===== src/rtl/volume_window_ctrl.sv =====
// Mic volume window controller: per-window peak magnitude about mid-scale,
// peak-hold with decay, and a 12-LED thermometer bar.
module volume_window_ctrl #(
  parameter int DATA_W       = 12,
  parameter int WIN_W        = 12,
  parameter int DEFAULT_WIN  = 2500,
  parameter int MID          = 2048,
  parameter int HOLD_WINDOWS = 4
) (
  input  logic              clk_20k,
  input  logic              rst_n,
  input  logic              en,
  input  logic              freeze,
  input  logic [WIN_W-1:0]  win_len,
  input  logic [DATA_W-1:0] mic,
  output logic [DATA_W-1:0] peak,
  output logic              peak_valid,
  output logic [3:0]        level,
  output logic [11:0]       led
);

  localparam int HOLD_W  = $clog2(HOLD_WINDOWS + 1);
  localparam int LVL_MAX = 12;
  localparam logic [DATA_W-1:0] MID_C = DATA_W'(MID);

  typedef enum logic [1:0] {
    S_IDLE,
    S_RUN,
    S_FROZEN
  } state_t;

  state_t r_state;
  state_t w_state_nxt;

  logic [DATA_W-1:0] r_acc_max;
  logic [WIN_W-1:0]  r_win_cnt;
  logic [WIN_W-1:0]  r_win_len_l;
  logic [HOLD_W-1:0] r_hold_cnt;
  logic [DATA_W-1:0] r_disp;
  logic [DATA_W-1:0] r_peak;
  logic              r_peak_valid;
  logic [3:0]        r_level;
  logic [11:0]       r_led;

  logic              w_clear;
  logic              w_latch_len;
  logic              w_process;
  logic              w_last;
  logic [WIN_W-1:0]  w_len_req;
  logic [DATA_W-1:0] w_mag;
  logic [DATA_W-1:0] w_m;
  logic [DATA_W-1:0] w_decay;
  logic [DATA_W-1:0] w_disp_nxt;
  logic [HOLD_W-1:0] w_hold_nxt;
  logic [DATA_W-8:0] w_lvl_raw;
  logic [3:0]        w_level;
  logic [11:0]       w_led;

  // ---------------------------------------------------------------------------
  // FSM: state register and next-state / control decode
  // ---------------------------------------------------------------------------
  always_ff @(posedge clk_20k or negedge rst_n) begin
    if (!rst_n) begin
      r_state <= S_IDLE;
    end else begin
      r_state <= w_state_nxt;
    end
  end

  // NOTE: every signal driven here gets a default first so no path can
  // leave it unassigned and infer a latch.
  always_comb begin
    w_state_nxt = r_state;
    w_clear     = 1'b0;
    w_latch_len = 1'b0;
    w_process   = 1'b0;
    if (!en) begin
      // Disable outranks freeze and wipes all window and display state.
      w_state_nxt = S_IDLE;
      w_clear     = 1'b1;
    end else begin
      case (r_state)
        S_IDLE: begin
          w_state_nxt = S_RUN;
          w_latch_len = 1'b1;
        end
        S_RUN: begin
          if (freeze) begin
            w_state_nxt = S_FROZEN;
          end else begin
            w_process = 1'b1;
          end
        end
        S_FROZEN: begin
          if (!freeze) begin
            w_state_nxt = S_RUN;
          end
        end
        default: w_state_nxt = S_IDLE;
      endcase
    end
  end

  // ---------------------------------------------------------------------------
  // Window datapath
  // ---------------------------------------------------------------------------
  assign w_len_req = (win_len == '0) ? WIN_W'(1) : win_len;
  assign w_mag     = (mic >= MID_C) ? (mic - MID_C) : (MID_C - mic);
  assign w_m       = (w_mag > r_acc_max) ? w_mag : r_acc_max;
  assign w_last    = (r_win_cnt == (r_win_len_l - WIN_W'(1)));

  // Peak-hold decision for the window that completes on this edge.
  always_comb begin
    w_disp_nxt = r_disp;
    w_hold_nxt = r_hold_cnt;
    w_decay    = ((r_disp >> 3) == '0) ? DATA_W'(1) : (r_disp >> 3);
    if (w_m >= r_disp) begin
      w_disp_nxt = w_m;
      w_hold_nxt = HOLD_W'(HOLD_WINDOWS);
    end else if (r_hold_cnt != '0) begin
      w_hold_nxt = r_hold_cnt - HOLD_W'(1);
    end else if (r_disp != '0) begin
      // w_decay never exceeds a non-zero r_disp, so this cannot wrap.
      w_disp_nxt = r_disp - w_decay;
    end
  end

  // ---------------------------------------------------------------------------
  // Bar level and thermometer
  // ---------------------------------------------------------------------------
  assign w_lvl_raw = r_disp[DATA_W-1:7];
  assign w_level   = (int'(w_lvl_raw) > LVL_MAX) ? 4'(LVL_MAX) : w_lvl_raw[3:0];

  always_comb begin
    w_led = '0;
    for (int i = 0; i < 12; i++) begin
      w_led[i] = (i < int'(w_level));
    end
  end

  // NOTE: sequential state uses non-blocking assignments so every register
  // samples the pre-edge values regardless of statement order.
  always_ff @(posedge clk_20k or negedge rst_n) begin
    if (!rst_n) begin
      r_acc_max    <= '0;
      r_win_cnt    <= '0;
      r_win_len_l  <= WIN_W'(DEFAULT_WIN);
      r_hold_cnt   <= '0;
      r_disp       <= '0;
      r_peak       <= '0;
      r_peak_valid <= 1'b0;
      r_level      <= '0;
      r_led        <= '0;
    end else if (w_clear) begin
      r_acc_max    <= '0;
      r_win_cnt    <= '0;
      r_hold_cnt   <= '0;
      r_disp       <= '0;
      r_peak       <= '0;
      r_peak_valid <= 1'b0;
      r_level      <= '0;
      r_led        <= '0;
    end else begin
      r_peak_valid <= 1'b0;
      r_level      <= w_level;
      r_led        <= w_led;
      if (w_latch_len) begin
        r_win_len_l <= w_len_req;
      end
      if (w_process) begin
        if (w_last) begin
          r_peak       <= w_m;
          r_peak_valid <= 1'b1;
          r_acc_max    <= '0;
          r_win_cnt    <= '0;
          r_win_len_l  <= w_len_req;
          r_disp       <= w_disp_nxt;
          r_hold_cnt   <= w_hold_nxt;
        end else begin
          r_acc_max <= w_m;
          r_win_cnt <= r_win_cnt + WIN_W'(1);
        end
      end
    end
  end

  assign peak       = r_peak;
  assign peak_valid = r_peak_valid;
  assign level      = r_level;
  assign led        = r_led;

endmodule


===== config.mk =====
export PLATFORM = sky130hd
export DESIGN_NAME = volume_window_ctrl
export DESIGN_NICKNAME = d
export VERILOG_FILES = /design/src/rtl/volume_window_ctrl.sv
export SDC_FILE = /design/constraint.sdc
export NUM_CORES = 1
export LEC_CHECK = 0
export ABC_AREA = 1
export CORE_UTILIZATION = 45
export CTS_CLUSTER_DIAMETER = 150
export DETAILED_ROUTE_END_ITERATION = 10
export GPL_TIMING_DRIVEN = 1
export PLACE_DENSITY = 0.64
export SLEW_MARGIN = 30
export SYNTH_ARGS = -nofsm -noshare
export SYNTH_HDL_FRONTEND = slang
export SYNTH_SLANG_ARGS = --single-unit

===== constraint.sdc =====
create_clock -name clk_20k -period 2.7 [get_ports clk_20k]
set_input_delay 0.27 -clock clk_20k [delete_from_list [all_inputs] [get_ports clk_20k]]
set_output_delay 0.27 -clock clk_20k [all_outputs]
set_load 0.01 [all_outputs]

==> impl_metrics.py <==
metrics = {
    "route": {
        "drcViolationCount": 0,
        "drt_iter0_markers": 455,
        "num_vias": 6402,
        "firstDrtPassIters": 5,
        "drt-total-wl_microns": 18700,
        "avgRoutedWirePerCell_microns": 14.8,
        "ant_nets": 0,
        "viasPerCell": 5.07,
    },
    "global_routing": {
        "grt-ovfl-total": 0,
        "grt_pass1_wl_microns": 29300,
        "first_global_vias": 6129,
        "antenna_found_initial": 0,
        "grtUsageTotal_pct": 26.6,
        "grt_max_degree": 81,
    },
    "worst_setup_path": {
        "r2r_end": "r_disp[8]",
        "worstPathRequired_ns": 2.94,
        "worst_r2r_path_depth": 24,
        "path_max_fanout": 12,
        "cp-start-kind": "primary input",
        "worstSetupPathType": "in2reg",
        "r2r_slack_ns": -0.58,
        "crit_top_cell": "nand2_2",
        "end_kind": "flop",
        "max_stage_delay_ns": 0.29,
        "rr_startpoint": "r_acc_max[10]",
        "cp_slowest_cell": "ha_4",
        "crit_arrival_ns": 3.67,
    },
    "synthesis": {
        "synth_top_flop_cell": "dfrtp_1",
        "synth_mux_area_share_pct": 0,
        "ys_seq_area_share_pct": 33.4,
        "yosys.area_share.simple_pct": 37.2,
        "ys_seq_elements": 81,
        "synth_top_area_share_pct": 31.2,
        "synth_edf_count": 0,
        "syn_area_per_cell_sq_um": 6.74,
        "netlist_top_cells_area": "dfrtp_1 (31%), nand2_1 (19%), ha_1 (7.8%), inv_1 (7.4%), nand3_1 (6.7%)",
        "syn-cell-area_sq_um": 6090,
        "synth_top_area_cell": "dfrtp_1",
        "yosysWarnings": 0,
        "syn_inst": 904,
        "synth_top_family_by_area": "simple AND/OR/NAND/NOR gates",
        "synth-adder-area-share_pct": 8.13,
        "async_flop_share_pct": 100,
        "syn_nets": 971,
        "synthXorXnorAreaFrac_pct": 3.31,
        "synth_compound_area_share_pct": 7.68,
        "synth.distinct_cells": 45,
    },
    "hold_path": {
        "hold_path.class": "in2async",
    },
    "clocking": {
        "cts_made_buffers": 9,
        "cts_tree": "yes",
        "cts.path.max_buffers": 2,
        "clk_pin_slew_ns": 0.07,
        "clock_sinks": 81,
        "htree_levels": 3,
        "insertion_delay_ns": 0.36,
        "clock-root-buffer": "clkbuf_16",
    },
    "power": {
        "report.power.total_w": 0.00730,
        "power.density_nw_per_um2": 834,
        "ir_worst_vdd_v": 0.000493,
        "p_leak_nw": 4.47,
    },
    "layout": {
        "drive_gt1_share_pct": 28.7,
        "nNetsFinal": 1149,
        "nFillCells": 1162,
        "post-route-util_pct": 66.1,
        "final_cells": 1263,
        "antenna_cells": 0,
        "synthToLayoutAreaGrowth_pct": 43.7,
        "multiInputGateArea_sq_um": 4060,
        "regArea_sq_um": 2030,
    },
    "run_status": {
        "violations": "setup timing",
        "outcome": "finished with violations",
    },
    "run": {
        "cap_violations": 0,
    },
    "sta": {
        "fin_tns_setup_ns": -10.31,
        "fin_crit_ns": 3.42,
        "rsz0062_at_grt": "true",
        "slew_violations": 0,
        "finalSetupViolations": 15,
        "fin_skew_ns": 0.0129,
        "relSlewSlack_pct": 64.8,
        "tightest_slew_ns": 0.526,
        "fin_ws_ns": -0.721,
        "timing.fmax_mhz": 292,
        "fin_crit_sh_pct": 127,
        "hold_viol": 0,
    },
    "place": {
        "io_buffer_count": 56,
        "dp_hpwl_microns": 12700,
        "dp_cells": 1197,
        "gp_congestion": 0.862,
    },
    "floorplan": {
        "die_w_microns": 118,
        "die_h_microns": 118,
        "rows": 42,
        "dieArea_sq_um": 14000,
        "start_util_pct": 46.0,
        "core_sq_um": 13200,
        "ios": 57,
    },
}
==> repair_timing <==
item                       4_1_cts  5_1_grt
hold endpoints to repair        76        0
pin swaps                       40       49
resized for setup               77       81
gates cloned                     0        2
buffers inserted                36       15
setup endpoints to repair       32       21
hold buffers                     1        0
==> layer usage <==
layer	global-route usage (%)	up-vias	routed length, microns
met1	33.7	3011	8210
met4	10.8	0	702
met5	0	-	0
met2	45.2	148	9110
met3	4.05	52	678
li1	-	3191	-
==> how the worst max path moves through the flow <==
| stage | cells after the start | to | startpoint |
|---|---|---|---|
| finish | 31 | r_disp[8] | mic[1] |
| global route | 28 | r_disp[9] | mic[0] |
| detailed placement | 31 | r_disp[8] | mic[1] |
| floorplan | 27 | r_disp[10] | mic[1] |
| global placement | 32 | r_disp[4] | mic[1] |
| CTS | 31 | r_disp[8] | mic[0] |
==> Yosys cell counts, types with 2 or more instances <==
| cell | instances |
|---|---|
| a21oi_1 | 24 |
| nor3_1 | 12 |
| o211ai_1 | 2 |
| nor2_4 | 6 |
| o31ai_1 | 2 |
| dfstp_2 | 5 |
| nand2_4 | 2 |
| nand4_1 | 8 |
| buf_4 | 3 |
| dfrtp_1 | 76 |
| xor2_1 | 16 |
| a21o_1 | 2 |
| ha_1 | 38 |
| o21ai_1 | 10 |
| nand3_2 | 2 |
| nand3b_1 | 3 |
| clkbuf_1 | 7 |
| buf_6 | 5 |
| inv_1 | 120 |
| nor2_2 | 6 |
| nand2_1 | 315 |
| and2_1 | 3 |
| xnor2_1 | 7 |
| nor2_1 | 76 |
| o21ai_0 | 35 |
| nand2_2 | 7 |
| inv_2 | 3 |
| buf_2 | 11 |
| nand3_1 | 82 |
==> power breakdown <==
part / total (W) / switching [W] / internal, W
Combinational: 0.00441 / 0.00253 / 0.00188
Clock: 0.00123 / 0.000571 / 0.000659
Sequential: 0.00166 / 0.000191 / 0.00147
==> layout make-up <==
type / count / area share, %
multi-input combinational: 673 / 46.4
inverter: 124 / 5.72
timing repair buffer: 191 / 18.7
timing repair inverter: 2 / 0.186
clock buffer: 10 / 2.73
clock inverter: 6 / 0.572
sequential: 81 / 23.2
tap: 176 / 2.52
==> worst max-delay path, delay by kind of cell <==
| family | cells | cell delay, ns |
|---|---|---|
| and+or+nand+nor | 21 | 2.10 |
| buffers and inverters | 5 | 0.50 |
| AOI/OAI and AO/OA | 2 | 0.14 |
| adders and majority gates | 3 | 0.65 |
==> sequential cells by signal, indices dropped and copies added (netlist names) <==
signal and flops:
led 12, level 3, peak 12, peak_valid 1, r_acc_max 12, r_disp 12
r_hold_cnt 3, r_state 2, r_win_cnt 12, r_win_len_l 12
==> cells by family (layout without fill, tap and decap cells) <==
logic type / after synthesis / after routing
AND/OR/NAND/NOR: 527 / 527
AO/OA/AOI/OAI: 84 / 84
flip-flops: 81 / 81
adder cells (fa/ha/maj): 39 / 39
buffers and inverters: 150 / 333
XOR/XNOR: 23 / 23
==> stage by stage <==
stage	worst slack [ns]	cell area [sq um]	hold slack, ns
2_1_floorplan	-0.580	6370	-0.0256
3_3_place_gp	-1.47	7640	0.0624
3_5_place_dp	-1.51	7640	0.0625
4_1_cts	-0.581	8310	0.229
5_1_grt	-0.939	8760	0.248
6_report	-0.721	8760	0.237
==> cells in the final DEF, fill, tap and decap left out, drive strengths merged, types with 2 or more instances in the layout <==
master	Yosys	routed
xnor2	7	7
clkbuf	7	11
nand4	9	9
a21oi	25	25
o211ai	2	2
dfrtp	76	76
nor3	12	12
nand3b	3	3
clkinv	1	4
clkinvlp	0	3
nand2	324	324
or2	2	2
and2	3	3
buf	19	142
xor2	16	16
clkdlybuf4s50	0	44
o31ai	2	2
nor2	88	88
o21ai	46	46
clkdlybuf4s15	0	2
ha	38	38
a21o	2	2
inv	123	125
dfstp	5	5
nand3	84	84
(Power assumes the default switching activity.)
